[src/rtl/ser_arbiter.sv]
// Round-robin arbiter that shares one byte serializer among NREQ requesters.
// It grants one packet, loads the serializer, shifts the packet out under tx_ready, then pulses done.
module ser_arbiter #(
    parameter int NREQ   = 4,
    parameter int IDX_W  = 2,
    parameter int DATA_W = 256
) (
    input  logic                     clk,
    input  logic                     reset,
    input  logic [NREQ-1:0]          req,
    input  logic [NREQ*DATA_W-1:0]   req_data,
    input  logic [NREQ*4-1:0]        req_bytecount,
    output logic [NREQ-1:0]          req_done,
    output logic [DATA_W-1:0]        ser_din,
    output logic [3:0]               ser_bytecount,
    output logic                     ser_begin,
    output logic                     ser_shift,
    input  logic [7:0]               ser_byte,
    input  logic                     ser_empty,
    input  logic                     tx_ready,
    output logic                     tx_valid,
    output logic [7:0]               tx_data,
    output logic                     tx_last,
    output logic [IDX_W-1:0]         tx_src,
    output logic                     busy
);

    typedef enum logic [1:0] {IDLE, LOAD, SEND, DONE} state_t;

    state_t              state_q;
    logic [IDX_W-1:0]    ptr_q;
    logic [IDX_W-1:0]    src_q;
    logic [4:0]          cnt_q;
    logic [DATA_W-1:0]   din_q;
    logic [3:0]          bc_q;
    logic                begin_q;
    logic                valid_q;
    logic                last_q;

    logic                grant_vld;
    logic [IDX_W-1:0]    grant_idx;
    logic [IDX_W-1:0]    ptr_d;
    logic [DATA_W-1:0]   grant_data;
    logic [3:0]          grant_bc;
    logic                shift;

    // First set request at or after the pointer, wrapping at NREQ.
    always_comb begin
        int unsigned k;
        grant_vld = 1'b0;
        grant_idx = '0;
        k         = 0;
        for (int unsigned i = 0; i < NREQ; i++) begin
            k = (32'(ptr_q) + i) % NREQ;
            if (!grant_vld && req[IDX_W'(k)]) begin
                grant_vld = 1'b1;
                grant_idx = IDX_W'(k);
            end
        end
    end

    assign grant_data = req_data[32'(grant_idx)*DATA_W +: DATA_W];
    assign grant_bc   = req_bytecount[32'(grant_idx)*4 +: 4];
    assign ptr_d      = IDX_W'((32'(grant_idx) + 1) % NREQ);

    assign shift = (state_q == SEND) && tx_ready && !reset;

    always_comb begin
        req_done = '0;
        if (shift && cnt_q == 5'd1) begin
            req_done[src_q] = 1'b1;
        end
    end

    always_ff @(posedge clk) begin
        if (reset) begin
            state_q <= IDLE;
            ptr_q   <= '0;
            src_q   <= '0;
            cnt_q   <= '0;
            din_q   <= '0;
            bc_q    <= '0;
            begin_q <= 1'b0;
            valid_q <= 1'b0;
            last_q  <= 1'b0;
        end else begin
            begin_q <= 1'b0;
            valid_q <= shift;
            last_q  <= shift && (cnt_q == 5'd1);
            case (state_q)
                IDLE: begin
                    if (grant_vld && ser_empty) begin
                        src_q   <= grant_idx;
                        din_q   <= grant_data;
                        bc_q    <= grant_bc;
                        cnt_q   <= {1'b0, grant_bc} + 5'd1;
                        ptr_q   <= ptr_d;
                        begin_q <= 1'b1;
                        state_q <= LOAD;
                    end
                end
                LOAD: state_q <= SEND;
                SEND: begin
                    if (shift) begin
                        cnt_q <= cnt_q - 5'd1;
                        if (cnt_q == 5'd1) begin
                            state_q <= DONE;
                        end
                    end
                end
                DONE:    state_q <= IDLE;
                default: state_q <= IDLE;
            endcase
        end
    end

    assign ser_din       = din_q;
    assign ser_bytecount = bc_q;
    assign ser_begin     = begin_q;
    assign ser_shift     = shift;
    assign tx_valid      = valid_q;
    assign tx_last       = last_q;
    assign tx_data       = ser_byte;
    assign tx_src        = src_q;
    assign busy          = (state_q != IDLE);

endmodule

[config.mk]
export PLATFORM = sky130hd
export DESIGN_NAME = ser_arbiter
export DESIGN_NICKNAME = d
export VERILOG_FILES = /design/src/rtl/ser_arbiter.sv
export SDC_FILE = /design/constraint.sdc
export NUM_CORES = 1
export LEC_CHECK = 0
export ABC_AREA = 0
export BUFFER_PORTS_ARGS = -buffer_cell sky130_fd_sc_hd__buf_2
export CORE_AREA = 2 2 513 515
export DETAILED_ROUTE_END_ITERATION = 8
export DIE_AREA = 0 0 515 517
export PLACE_DENSITY = 0.33
export SLEW_MARGIN = 20
export SYNTH_ARGS = -nofsm -noshare
export SYNTH_HDL_FRONTEND = slang
export SYNTH_SLANG_ARGS = --single-unit
[constraint.sdc]
create_clock -name clk -period 2.4 [get_ports clk]
set_input_delay 0.36 -clock clk [delete_from_list [all_inputs] [get_ports clk]]
set_output_delay 0.36 -clock clk [all_outputs]
set_load 0.1 [all_outputs]
**Word level (Yosys, flattened, before mapping)**

Index checks and enable logic that the tools add are counted.
W data, S select, Z words.

- Logic and storage cells: 77
- Bits in registers: 274

- $add $sub $neg: 6
- Shifts and indexed selects: 2
- Mux-type cells: 27
- Bitwise gates (word level): 1
- Reduce and logical (&&, ||, !) cells: 19
- Equal/unequal tests: 7
- Order comparisons: 6

Operators with widths:

| operator | number |
|---|---|
| $shiftx A1024 B11 Y256 | 1 |
| $shiftx A16 B5 Y4 | 1 |
| $lt A2 B3 Y1 const B | 5 |
| $mux W2 | 7 |
| $mux W1 | 10 |
| $mux W5 | 2 |
| $pmux W5 S2 | 1 |
| $bmux W1 S2 | 4 |
| $logic_and A1 B1 Y1 | 8 |
| $pmux W2 S4 | 1 |
| $reduce_and A3 Y1 | 2 |
| $add A4 B1 Y5 const B | 1 |
| $eq A5 B1 Y1 const B | 1 |
| $sub A5 B1 Y5 const B | 1 |
| $add A2 B1 Y2 const B | 2 |
| $add A2 B2 Y2 const B | 2 |
| $eq A2 B2 Y1 const B | 2 |
| $logic_not A1 Y1 | 4 |
| $mux W4 | 1 |
| $ne A2 B2 Y1 const B | 2 |
| $reduce_bool A2 Y1 | 2 |
| $demux W1 S2 | 1 |
| $eq A2 B1 Y1 const B | 1 |
| $ge A2 B1 Y1 const B | 1 |
| other kinds (5) | 5 |

**Depth between registers and ports, before layout**

- Depth after elaboration: 16
- Mapped depth: 11
- Depth with buffers taken out: 10

**Least setup slack after synthesis**

OpenSTA, ideal clock, no wires.

- Kind: register to output
- Start point: register state_q[0]
- End point: output port req_done[1]
- Slack: -2,654 ps
- Buffers on the path: 0
- Cell stages (with the launch flop): 7
- Arrival time: 4,694 ps
- Required time: 2,040 ps
- Cell sequence: dfxtp_1 inv_1 ha_1 nand2_1 nor2_1 nand3_1 nor3b_1

- Word-level cells in the longest chain between the ends: 5

RTL lines:

| what | line | RTL |
|---|---|---|
| start: declaration | 30 | `state_t state_q;` |
| start signal: assignment | 77 | `state_q <= IDLE;` |
| start signal: assignment | 99 | `state_q <= LOAD;` |
| start signal: assignment | 102 | `LOAD: state_q <= SEND;` |
| $eq A2 B2 Y1 | 66 | `assign shift = (state_q == SEND) && tx_ready && !reset;` |
| $logic_and A1 B1 Y1 (2 in series) | 66 |  |
| via ser_shift | 17 | `output logic ser_shift,` |
| $logic_and A1 B1 Y1 | 70 | `if (shift && cnt_q == 5'd1) begin` |
| $mux W4 | 70 |  |
| end: declaration | 13 | `output logic [NREQ-1:0] req_done,` |

The timed path passes the listed nets, and every way through them passes these cells.

**Worst setup path in the final report**

- Start point: register state_q[0]
- End point: output port req_done[0]

- Word-level cells in the longest chain between the ends: 5

RTL lines:

| what | line |
|---|---|
| $eq A2 B2 Y1 | 66 |
| $logic_and A1 B1 Y1 (2 in series) | 66 |
| $logic_and A1 B1 Y1 | 70 |
| $mux W4 | 70 |

No other way between the ends.

==> flow_metrics.tcl <==
set metrics [dict create \
    cts_tree "done" \
    critPathTopFamily "simple AND/OR/NAND/NOR gates" \
    cp.arrival_ps 2140 \
    drive_above_1_share 0.393 \
    clockBufferDepth 3 \
    clk_pin_slew_ps 60 \
    final_max_slew_viol_count 0 \
    syn_avg_cell_area_um2 5.84 \
    synth_area_leader_cell "dfxtp_1" \
    netlist_instances 2965 \
    seq_area_frac_synth 0.317 \
    fin_nets 5358 \
    synth_edf_count 0 \
    worstSkewPairLatency_ps 670 \
    path_class "register to output port" \
    grt_pass1_vias 26284 \
    wire_per_inst_um 26.1 \
    dp_cells 7608 \
    drt_iter0_markers 1672 \
    syn_to_final_growth_pct 87.1 \
    clk_root_buffer_cell "clkbuf_16" \
    r2r-start "ptr_q[0]" \
    p_per_area_nw_per_um2 1290 \
    stdcell_count 7827 \
    p_leak_nw 14.8 \
    violations "negative setup slack" \
    syn-cell-area_um2 17300 \
    grt_max_degree 119 \
    synth_nets 4027 \
    cts_sinks 274 \
    synth_cell_types 37 \
    antenna_found_initial 139 \
    core_um2 261000 \
    grt_pass1_wl_um 254000 \
    fp.dieArea_um2 266000 \
    die_w_um 515 \
    setup_slack_ps -104 \
    routed_wl_um 204000 \
    cp_max_fo 4 \
    skew_ps 41.6 \
    synthFlopType "dfxtp_1" \
    grt_overflow 0 \
    drc_errors 0 \
    rsz0062_at_grt "yes" \
    cp_num_buf_inv 3 \
    worstMarginPinSlew_ps 1030 \
    setup_viol 4 \
    grt_util_all_layers 0.143 \
    period_minus_slack_ps 2500 \
    hold_path_class "input port to register" \
    critPathRequiredTime_ps 2040 \
    async_flop_share 0 \
    max_cap_viol_count 0 \
    vias 27143 \
    mostFrequentLayoutCells "buf_2, nand2_1, nand3_1" \
    crit_start "state_q[0]" \
    max_slew_margin 0.313 \
    finalHoldViolations 0 \
    cp-end-kind "output port" \
    gp_congestion 0.929 \
    cts_made_buffers 45 \
    initial_core_util 0.0663 \
    via_per_inst 3.47 \
    total_power_mw 41.7 \
    outcome "finished, violations left" \
    min-delay-start "req_data[1018]" \
    io_buffers 1318 \
    yosys_warnings 0 \
    cp-start-kind "register" \
    rows 188 \
    synth_top_area_frac 0.317 \
    layout_commonest_cell "buf_2" \
    crit_slowest_cell "dfxtp_1" \
    period_share 1.04 \
    cts_max_level 2 \
    max_stage_delay_ps 300 \
    num_io_pins 1335 \
    synth_area_leaders "dfxtp_1, nand2_1, nand3_1, a21oi_1, clkbuf_1" \
    dp_hpwl_um 169000 \
    antenna_left 0 \
    max_freq_mhz 399 \
    first_pass_iters 7 \
    crit_path_cell_trace "inv_2, ha_4, nand2_4, nor2_4, nand3_4, buf_6, nor3_4, buf_12" \
    die_h_um 517 \
    final_util 0.124 \
    ys_seq_elements 274 \
    vdd_drop_max_uv 506 \
]
## per-layer routing
metal  wire [um]  up-vias  global-route usage
li1            -    12586                   -
met2       92900     1431               0.234
met5         515        -                   0
met1       80100    12730               0.162
met3       23400      322              0.0694
met4        7410       74              0.0427
## synth_stat cells (2+ instances only)
master and count:
nor2b_1 3, nor3_1 5, nand2b_1 3, o21a_1 2, nor2_1 14, dfxtp_1 274, and3_1 2, ha_1 6
o21ai_0 3, mux2i_1 13, inv_1 7, buf_2 84, buf_1 11, buf_4 9, nand2_1 1299, o21ai_1 2
clkbuf_1 166, nand3_1 772, or3_1 2, a21oi_1 267, a31oi_1 2, a211oi_1 3, mux2_2 2
## flip-flops by register name, summed over array words and instances, names as in the netlist
name and flops:
cnt_q 5, ptr_q 2, ser_begin 1, ser_bytecount 4, ser_din 256, state_q 2
tx_last 1, tx_src 2, tx_valid 1
## cell families after synthesis
family / count (synthesis) / share of synthesized area
buffers and inverters: 277 / 0.0681
AO/OA/AOI/OAI: 285 / 0.0850
AND/OR/NAND/NOR: 2107 / 0.516
adder cells (fa/ha/maj): 6 / 0.00434
flip-flops: 274 / 0.317
multiplexers: 15 / 0.00882
XOR/XNOR: 1 / 0.000506
## worst paths after layout
kind	to	slack [ps]	cells after the start
hold reg to reg	ser_din[59]	450	2
setup / recovery	req_done[0]	-100	8
hold / removal	ser_din[250]	100	5
setup reg to reg	ser_din[29]	0	10
## power breakdown
part / total, mW / switching (mW) / internal, mW
Sequential: 6.59 / 0.794 / 5.80
Clock: 7.18 / 2.93 / 4.24
Combinational: 28.0 / 21.0 / 6.92
## worst min-delay path, cell delays in order
cell     delay (ps)
buf_2           100
nand2_1          50
nand3_1          60
nand3_1          80
a21oi_1          60
## cell type report
| cell class | count | area [um2] |
|---|---|---|
| Antenna cell | 77 | 193 |
| Clock buffer | 60 | 1220 |
| Clock inverter | 21 | 318 |
| Fill cell | 30884 | 229000 |
| Inverter | 7 | 26.3 |
| Multi-Input combinational cell | 2414 | 11200 |
| Sequential cell | 274 | 5490 |
| Tap cell | 3420 | 4280 |
| Timing Repair Buffer | 1554 | 9700 |
## metrics by stage
stage	cell area (um2)	setup WS (ps)	hold slack [ps]	TNS, ps
2_1_floorplan	17400	-188	451	-7570
3_3_place_gp	29200	-638	440	-84630
3_5_place_dp	29200	-638	445	-81090
4_1_cts	31400	-331	-103	-1200
5_1_grt	32300	-299	53.9	-1130
6_report	32400	-104	96.2	-313
## repair_timing
| item | CTS | global route |
|---|---|---|
| resized for setup | 41 | 92 |
| buffers inserted | 14 | 21 |
| gates cloned | 8 | 10 |
| hold endpoints to repair | 15 | 9 |
| hold buffers | 9 | 1 |
| setup endpoints to repair | 150 | 142 |
| pin swaps | 4 | 21 |
Note: power is estimated with default switching activity, not from simulation.
